File: config.mk
export PLATFORM = sky130hd
export DESIGN_NAME = imem_prog_loader
export DESIGN_NICKNAME = d
export VERILOG_FILES = /design/src/rtl/imem_prog_loader.sv
export SDC_FILE = /design/constraint.sdc
export NUM_CORES = 1
export LEC_CHECK = 0
export ABC_AREA = 1
export BUFFER_PORTS_ARGS = -buffer_cell sky130_fd_sc_hd__buf_2
export CAP_MARGIN = 5
export CELL_PAD_IN_SITES_DETAIL_PLACEMENT = 1
export CELL_PAD_IN_SITES_GLOBAL_PLACEMENT = 1
export CORE_MARGIN = 2
export CORE_UTILIZATION = 46
export CTS_BUF_LIST = sky130_fd_sc_hd__clkbuf_4 sky130_fd_sc_hd__clkbuf_8
export CTS_CLUSTER_DIAMETER = 80
export DETAILED_ROUTE_END_ITERATION = 6
export GPL_TIMING_DRIVEN = 1
export PLACE_DENSITY = 0.92
export SYNTH_ARGS = -nofsm -noshare
export SYNTH_HDL_FRONTEND = slang
export SYNTH_SLANG_ARGS = --single-unit
File: constraint.sdc
create_clock -name clk -period 2.5 [get_ports clk]
set_clock_uncertainty 0.1 [all_clocks]
set_input_delay 0.375 -clock clk [delete_from_list [all_inputs] [get_ports clk]]
set_output_delay 0.375 -clock clk [all_outputs]
set_load 0.01 [all_outputs]
File: src/rtl/imem_prog_loader.sv
// rtl/imem_prog_loader.sv - framed byte-stream loader for the instruction memory write port
// Holds the CPU in reset while an image streams in; releases it only after the checksum matches.
module imem_prog_loader #(
  parameter int          ADDR_W    = 10,
  parameter int unsigned MAX_WORDS = 1024
) (
  input  logic              clk,
  input  logic              rst_n,
  input  logic              start,
  input  logic              byte_valid,
  input  logic [7:0]        byte_data,
  output logic              byte_ready,
  output logic              imem_write_en,
  output logic [ADDR_W-1:0] imem_addr,
  output logic [31:0]       imem_write_data,
  output logic              cpu_rst_n,
  output logic              busy,
  output logic              done,
  output logic              error
);

  localparam logic [2:0] IDLE   = 3'd0;
  localparam logic [2:0] HDR_LO = 3'd1;
  localparam logic [2:0] HDR_HI = 3'd2;
  localparam logic [2:0] DATA   = 3'd3;
  localparam logic [2:0] WRITE  = 3'd4;
  localparam logic [2:0] CSUM   = 3'd5;
  localparam logic [2:0] DONE   = 3'd6;
  localparam logic [2:0] ERR    = 3'd7;

  logic [2:0]        state_q, state_d;
  logic [15:0]       len_q, len_d;
  logic [ADDR_W-1:0] word_idx_q, word_idx_d;
  logic [1:0]        byte_idx_q, byte_idx_d;
  logic [7:0]        sum_q, sum_d;
  logic [31:0]       word_q, word_d;

  logic              byte_ready_q, byte_ready_d;
  logic              we_q, we_d;
  logic [ADDR_W-1:0] addr_q, addr_d;
  logic [31:0]       wdata_q, wdata_d;
  logic              cpu_rst_n_q, cpu_rst_n_d;
  logic              busy_q, busy_d;
  logic              done_q, done_d;
  logic              error_q, error_d;

  logic              accept;
  logic [15:0]       word_idx_ext;

  // byte_ready_q always mirrors state_q, so it is the handshake qualifier for this cycle
  assign accept       = byte_valid && byte_ready_q;
  assign word_idx_ext = 16'(word_idx_q);

  always_comb begin
    state_d    = state_q;
    len_d      = len_q;
    word_idx_d = word_idx_q;
    byte_idx_d = byte_idx_q;
    sum_d      = sum_q;
    word_d     = word_q;
    we_d       = 1'b0;
    addr_d     = addr_q;
    wdata_d    = wdata_q;

    case (state_q)
      IDLE, DONE, ERR: begin
        if (start) begin
          state_d    = HDR_LO;
          len_d      = '0;
          word_idx_d = '0;
          byte_idx_d = '0;
          sum_d      = '0;
        end
      end
      HDR_LO: begin
        if (accept) begin
          len_d[7:0] = byte_data;
          state_d    = HDR_HI;
        end
      end
      HDR_HI: begin
        if (accept) begin
          len_d[15:8] = byte_data;
          if (len_d == '0 || 32'(len_d) > MAX_WORDS) begin
            state_d = ERR;
          end else begin
            state_d = DATA;
          end
        end
      end
      DATA: begin
        if (accept) begin
          word_d[{byte_idx_q, 3'b000} +: 8] = byte_data;
          sum_d      = sum_q + byte_data;
          byte_idx_d = byte_idx_q + 2'd1;
          if (byte_idx_q == 2'd3) begin
            state_d = WRITE;
            we_d    = 1'b1;
            addr_d  = word_idx_q;
            wdata_d = word_d;
          end
        end
      end
      WRITE: begin
        if (word_idx_ext == len_q - 16'd1) begin
          state_d = CSUM;
        end else begin
          word_idx_d = word_idx_q + ADDR_W'(1);
          state_d    = DATA;
        end
      end
      CSUM: begin
        if (accept) begin
          state_d = (byte_data == sum_q) ? DONE : ERR;
        end
      end
      default: state_d = IDLE;
    endcase

    // Status outputs are decoded from the next state so they stay registered yet in step with it
    byte_ready_d = (state_d == HDR_LO) || (state_d == HDR_HI) ||
                   (state_d == DATA)   || (state_d == CSUM);
    busy_d       = (state_d != IDLE) && (state_d != DONE) && (state_d != ERR);
    done_d       = (state_d == DONE);
    error_d      = (state_d == ERR);
    cpu_rst_n_d  = (state_d == IDLE) || (state_d == DONE);
  end

  always_ff @(posedge clk or negedge rst_n) begin
    if (!rst_n) begin
      state_q      <= IDLE;
      len_q        <= '0;
      word_idx_q   <= '0;
      byte_idx_q   <= '0;
      sum_q        <= '0;
      word_q       <= '0;
      byte_ready_q <= 1'b0;
      we_q         <= 1'b0;
      addr_q       <= '0;
      wdata_q      <= '0;
      cpu_rst_n_q  <= 1'b1;
      busy_q       <= 1'b0;
      done_q       <= 1'b0;
      error_q      <= 1'b0;
    end else begin
      state_q      <= state_d;
      len_q        <= len_d;
      word_idx_q   <= word_idx_d;
      byte_idx_q   <= byte_idx_d;
      sum_q        <= sum_d;
      word_q       <= word_d;
      byte_ready_q <= byte_ready_d;
      we_q         <= we_d;
      addr_q       <= addr_d;
      wdata_q      <= wdata_d;
      cpu_rst_n_q  <= cpu_rst_n_d;
      busy_q       <= busy_d;
      done_q       <= done_d;
      error_q      <= error_d;
    end
  end

  assign byte_ready      = byte_ready_q;
  assign imem_write_en   = we_q;
  assign imem_addr       = addr_q;
  assign imem_write_data = wdata_q;
  assign cpu_rst_n       = cpu_rst_n_q;
  assign busy            = busy_q;
  assign done            = done_q;
  assign error           = error_q;

endmodule

Word-level counts from Yosys, hierarchy flattened
Index checks and enable logic that the tools add are counted.
{"block": "word_totals", "ff_bits": 119, "in_bits": 12, "out_inout_bits": 48, "elab_cells": 96}
{"block": "classes", "addsub": 5, "magnitude_cmp": 1, "n_eq_ne": 23, "shift": 2, "mux": 27, "reduce_logical": 23}
{"cell": "8-bit case mux with 2 select lines", "n": 3}
{"cell": "32-bit bitwise mux", "n": 1}
{"cell": "8-bit by 7-bit variable shift with 32-bit output, first input constant", "n": 1}
{"cell": "8-bit by 7-bit variable part select with 32-bit output", "n": 1}
{"cell": "3-bit 2-to-1 mux", "n": 8}
{"cell": "8-bit 2-to-1 mux", "n": 3}
{"cell": "3-bit == test, second input constant", "n": 7}
{"cell": "10-bit 2-to-1 mux", "n": 2}
{"cell": "10-bit case mux with 2 select lines", "n": 1}
{"cell": "3-bit case mux with 6 select lines", "n": 1}
{"cell": "10-bit by 16-bit == test with 1-bit output", "n": 1}
{"cell": "16-bit by 11-bit > comparator with 1-bit output, second input constant", "n": 1}
{"cell": "16-bit logical NOT", "n": 1}
{"cell": "16-bit 2-to-1 mux", "n": 1}
{"cell": "16-bit by 1-bit subtractor with 16-bit output, second input constant", "n": 1}
{"cell": "3-bit AND reduction", "n": 5}
{"cell": "3-bit by 2-bit == test with 1-bit output, second input constant", "n": 4}
{"cell": "10-bit by 1-bit adder with 10-bit output, second input constant", "n": 1}
{"cell": "2-bit != test, second input constant", "n": 5}
{"cell": "8-bit adder", "n": 1}
{"cell": "8-bit == test", "n": 1}
{"cell": "2-bit nonzero test", "n": 4}
{"cell": "5-bit negator with 7-bit output", "n": 1}
{"cell": "3-bit by 1-bit == test with 1-bit output, second input constant", "n": 2}
{"cell": "12 further kinds", "n": 24}

Depth between registers and ports, before layout
{"block": "logic_depth", "ltp_word": 9, "ltp_mapped": 18, "depth_no_buf": 18}

Worst setup path before layout
Ideal clock, no wire load.
{"block": "synth_path", "path_type": "reg2reg", "startpoint": "reg len_q[0]", "endpoint": "reg word_idx_q[2]", "setup_time_ps": 122, "t_arrival_ps": 1805, "required_time_ps": 2278, "setup_slack_ps": 473, "stages_incl_launch_ff": 17, "path_buffers": 1, "synth_period_minus_slack_ps": 2027, "path_cell_list": "dfrtp_1 > inv_1 > ha_1 > nand2_1 > nor2_1 > nand2_1 > nand2_1 > nand2_1 > nor2_1 > nand3_1 > nor2_2 > nand3_2 > nand2_2 > inv_2 > buf_6 > nand3_2 > o21ai_2"}
{"block": "synth_via", "elab_chain_cells": 4}
{"item": "start: declaration", "line_no": "32", "text": "logic [15:0] len_q, len_d;"}
{"item": "start signal: assignment", "line_no": "147", "text": "len_q <= len_d;"}
{"item": "16-bit by 1-bit subtractor with 16-bit output", "line_no": "105", "text": "if (word_idx_ext == len_q - 16'd1) begin"}
{"item": "10-bit by 16-bit == test with 1-bit output", "line_no": "105"}
{"item": "2-bit != test (no source line)"}
{"item": "3-bit AND reduction (no source line)"}
{"item": "end signal: assignment", "line_no": "148", "text": "word_idx_q <= word_idx_d;"}
{"item": "end: declaration", "line_no": "33", "text": "logic [ADDR_W-1:0] word_idx_q, word_idx_d;"}
Every way passes these cells.
A chain may end at the register's enable or synchronous reset.

Worst setup path in the final report
{"block": "layout_path", "startpoint": "reg len_q[0]", "endpoint": "reg busy_q (netlist: busy)"}
{"block": "layout_via", "elab_chain_cells": 8, "word_cells_on_any_way": 14, "cone_classes": "1 x add/sub; 1 x order compare; 3 x eq/ne; 4 x mux; 5 x reduce/logical"}
{"item": "branches (longest 4 deep; another with 16-bit by 1-bit subtractor with 16-bit output)"}
{"item": "3-bit case mux with 6 select lines (*)", "line_no": "65", "text": "case (state_q)"}
{"item": "via state_d[2]", "line_no": "31", "text": "logic [2:0] state_q, state_d;"}
{"item": "3-bit != test / 3-bit nonzero test (equally long branches)", "line_no": "123", "text": "busy_d = (state_d != IDLE) && (state_d != DONE) && (state_d != ERR);"}
{"item": "1-bit logical AND", "line_no": "123"}
{"item": "1-bit logical AND (*)", "line_no": "123"}
{"item": "via busy_d", "line_no": "43", "text": "logic busy_q, busy_d;"}
{"item": "end signal: assignment", "line_no": "157", "text": "busy_q <= busy_d;"}
{"item": "end: declaration", "line_no": "43"}
Mark *: on every way through the listed nets, which the timed path passes.

==> results.cfg <==
[outcome]
status = finished, final reports clean

[power_and_ir_drop]
swShare_pct = 45.3
netSwitchingPower_mw = 3.58
p_leak_nw = 3.68
p_clk_share_pct = 22.9
irDropWorstVdd_uv = 515
power_frac_comb_pct = 43.3
internal-power_mw = 4.32
power.density_nw_per_um2 = 1100
seqPwrFrac_pct = 33.8

[synthesis]
synth_cell_types = 39
yosysTopAreaCellShare_pct = 47.6
ys_warn_count = 0
synth_area_um2 = 6210
syn_nets = 831
avgSynthCellArea_um2 = 7.73
ys_seq_elements = 119
synthCells = 803
seq_area_frac_synth_pct = 48.0
synth_top_area_cell = dfrtp_1
yosys-top-cells-area = dfrtp_1, nand2_1, inv_1, o21ai_0, nor2_1

[setup_path]
path_cells = inv_1 -> ha_2 -> nand2_1 -> nor2_2 -> nand2_1 -> nand2_1 -> nand3_1 -> a21oi_1 -> nand2_1 -> nor2_1 -> inv_1 -> nand2_1 -> nand2_1 -> inv_1
r2r_slack_ns = 0.14
critical_path.max_stage_delay_ns = 0.39
timing.rr.end = busy
end_kind = flop
ff2ff_path_depth = 14
cpMaxStageDelayCell = dfrtp_1
critical_path_depth = 14
crit_required_ns = 2.80
cp.arrival_ns = 2.66
crit_fanout = 5
cp_common_cell = nand2_1
r2r_start = len_q[0]
crit_type = reg2reg
start_kind = flop
crit_family = simple AND/OR/NAND/NOR gates
crit_buf_inv = 3

[clocking]
post_cts_buffers = 0
cts_sinks = 119
path_clk_slew_ns = 0.08
cts_tree = yes
cts_buffers = 17
htree_levels = 4
cts_buffer_depth = 2
clk-insertion-delay-late_ns = 0.46
cts_root_buf = clkbuf_8

[die]
coreArea_um2 = 13200
io_pins = 60
die_area_um2 = 14400
initial_utilization_pct = 47.1
die_y_um = 120
rows = 42
die_x_um = 120

[detailed_routing]
drcViolationCount = 0
firstDrtPassIters = 5
drtAntennaViolNets = 0
detail_route.wirelength_um = 19800
drtIter0Drc = 354
avgViaCountPerCell = 5.55
vias = 5887
wl_per_cell_um = 18.7

[timing]
slew_headroom_pct = 51.6
finalHoldViolations = 0
rsz0062_at_grt = false
period_share_pct = 94.2
min_period_ns = 2.36
slew_violations = 0
finalSetupTns_ns = 0
holdWs_ns = 0.129
fmax_mhz = 425
finalSetupViolations = 0
tightest_slew_ns = 0.726

[grt]
grt_use_met1_pct = 37.6
use_met2_pct = 47.0
grt_pass1_wl_um = 32300
grt_max_degree = 57
top_usage_layer = met2
track_usage_pct = 29.1
antenna_found_initial = 0
met3_usage_pct = 7.22
grt_pass1_vias = 6282
grt_remaining_overflow = 0

[cells_and_area]
layout-drive-gt1-share_pct = 15.7
syn_to_final_growth_pct = 15.4
antennaDiodeCount = 0
fill_cells = 1684
nets = 900

[min_path]
min_from = byte_data[6]
hp-class = in2reg
holdPathStages = 3
min_to = len_q[6]

[place]
io_buffers = 59
globalplace.congestion = 0.897
dp_hpwl_um = 13400

[flow_run]
cap_viol_max_count = 0
==> flip-flops by register name, summed over array words and instances (netlist names), 2 cells and up <==
signal / count
word_idx_q: 10
byte_idx_q: 2
imem_write_data: 32
word_q: 32
imem_addr: 10
len_q: 16
state_q: 3
sum_q: 8
==> stage by stage <==
step                worst slack (ns)  instance area [µm²]  instances  power [mW]  util, %
floorplan                      0.473                 6210        803        4.92        -
global placement               0.252                 6750       1028        5.76     51.2
detailed placement             0.136                 6750       1028        5.94     51.2
CTS                            0.131                 7150       1060        7.86     54.2
global route                 0.00340                 7170       1060        8.43     54.3
finish                         0.144                 7170       1060        7.90     54.3
==> kinds of logic (layout without fill, tap and decap cells) <==
| logic type | count (synthesis) | in the layout | share of synthesized area, % |
|---|---|---|---|
| AND/OR/NAND/NOR | 382 | 382 | 25.5 |
| AO/OA/AOI/OAI | 139 | 139 | 13.1 |
| buffers and inverters | 137 | 218 | 8.57 |
| flip-flops | 119 | 119 | 48.0 |
| adder cells (fa/ha/maj) | 16 | 16 | 3.35 |
| XOR/XNOR | 10 | 10 | 1.41 |
==> power groups by stage <==
stage	logic (mW)	clock network (mW)	registers [mW]
after floorplan	2.28	0	2.64
after global placement	3.10	0	2.66
after detailed placement	3.26	0	2.68
after CTS	3.36	1.83	2.66
after global routing	3.82	1.90	2.71
final	3.42	1.81	2.67
==> cell usage in the layout (no fill, tap or decap), types with 4 or more instances in the layout <==
cell,n
a21oi_1,8
a22oi_1,7
buf_2,58
buf_4,16
clkbuf_8,18
clkinvlp_4,4
dfrtp_1,118
ha_1,14
inv_1,106
inv_2,4
nand2_1,230
nand3_1,47
nand3b_1,4
nand4_1,4
nor2_1,63
nor2_2,10
nor3_1,12
nor4_1,6
o21ai_0,76
o21ai_1,5
o21ai_2,10
o22ai_1,21
xor2_1,8
==> layout make-up <==
type | count | area (µm²) | area share [%]
clock buffers | 18 | 248 | 3.46
clock inverters | 13 | 148 | 2.06
inverters | 111 | 417 | 5.81
multi-input cells | 547 | 2710 | 37.9
flip-flops and latches | 119 | 2980 | 41.6
well taps | 176 | 220 | 3.07
repair buffers | 76 | 440 | 6.15
==> Yosys cell counts (all sizes together) <==
cell     number
a21oi         9
a22o          3
a22oi         7
a2bb2oi       1
a31oi         1
a32oi         3
buf           8
clkbuf       18
clkinv        1
dfrtp       118
dfstp         1
fa            1
ha           15
inv         110
nand2       232
nand3        49
nand3b        4
nand4         4
nor2         74
nor3         12
nor4          6
o21a          2
o21ai        91
o22ai        21
o31ai         1
or2           1
xnor2         2
xor2          8
==> routing by layer <==
layer | routed length (µm) | vias to the layer above | part of all wire [%]
met5 | 0 | - | 0
met4 | 578 | 0 | 2.9
met3 | 997 | 53 | 5.0
met2 | 9530 | 175 | 48
met1 | 8710 | 2942 | 44
li1 | - | 2717 | -
==> worst reg2reg max path, cell delays in order, from the launching register on <==
cell	delay (ns)
dfrtp_1	0.39
inv_1	0.13
ha_2	0.22
nand2_1	0.12
nor2_2	0.19
nand2_1	0.07
nand2_1	0.06
nand3_1	0.08
a21oi_1	0.22
nand2_1	0.13
nor2_1	0.23
inv_1	0.11
nand2_1	0.11
nand2_1	0.07
inv_1	0.06
==> repair_timing <==
item / in CTS / in global routing
endpoints found under the setup margin: 0 / 14
resized for setup: 0 / 5
endpoints found under the hold margin: 29 / 0
hold buffers: 1 / 0
==> worst max-delay path by stage <==
stage | startpoint | to | slack (ns)
after CTS | len_q[0] | cpu_rst_n | 0.13
after detailed placement | byte_data[2] | byte_ready | 0.14
after global routing | len_q[7] | word_idx_q[3] | 0.003
after floorplan | len_q[0] | word_idx_q[2] | 0.47
final | len_q[0] | busy | 0.14
after global placement | byte_data[2] | byte_ready | 0.25
Power figures use the tool's default switching activity.
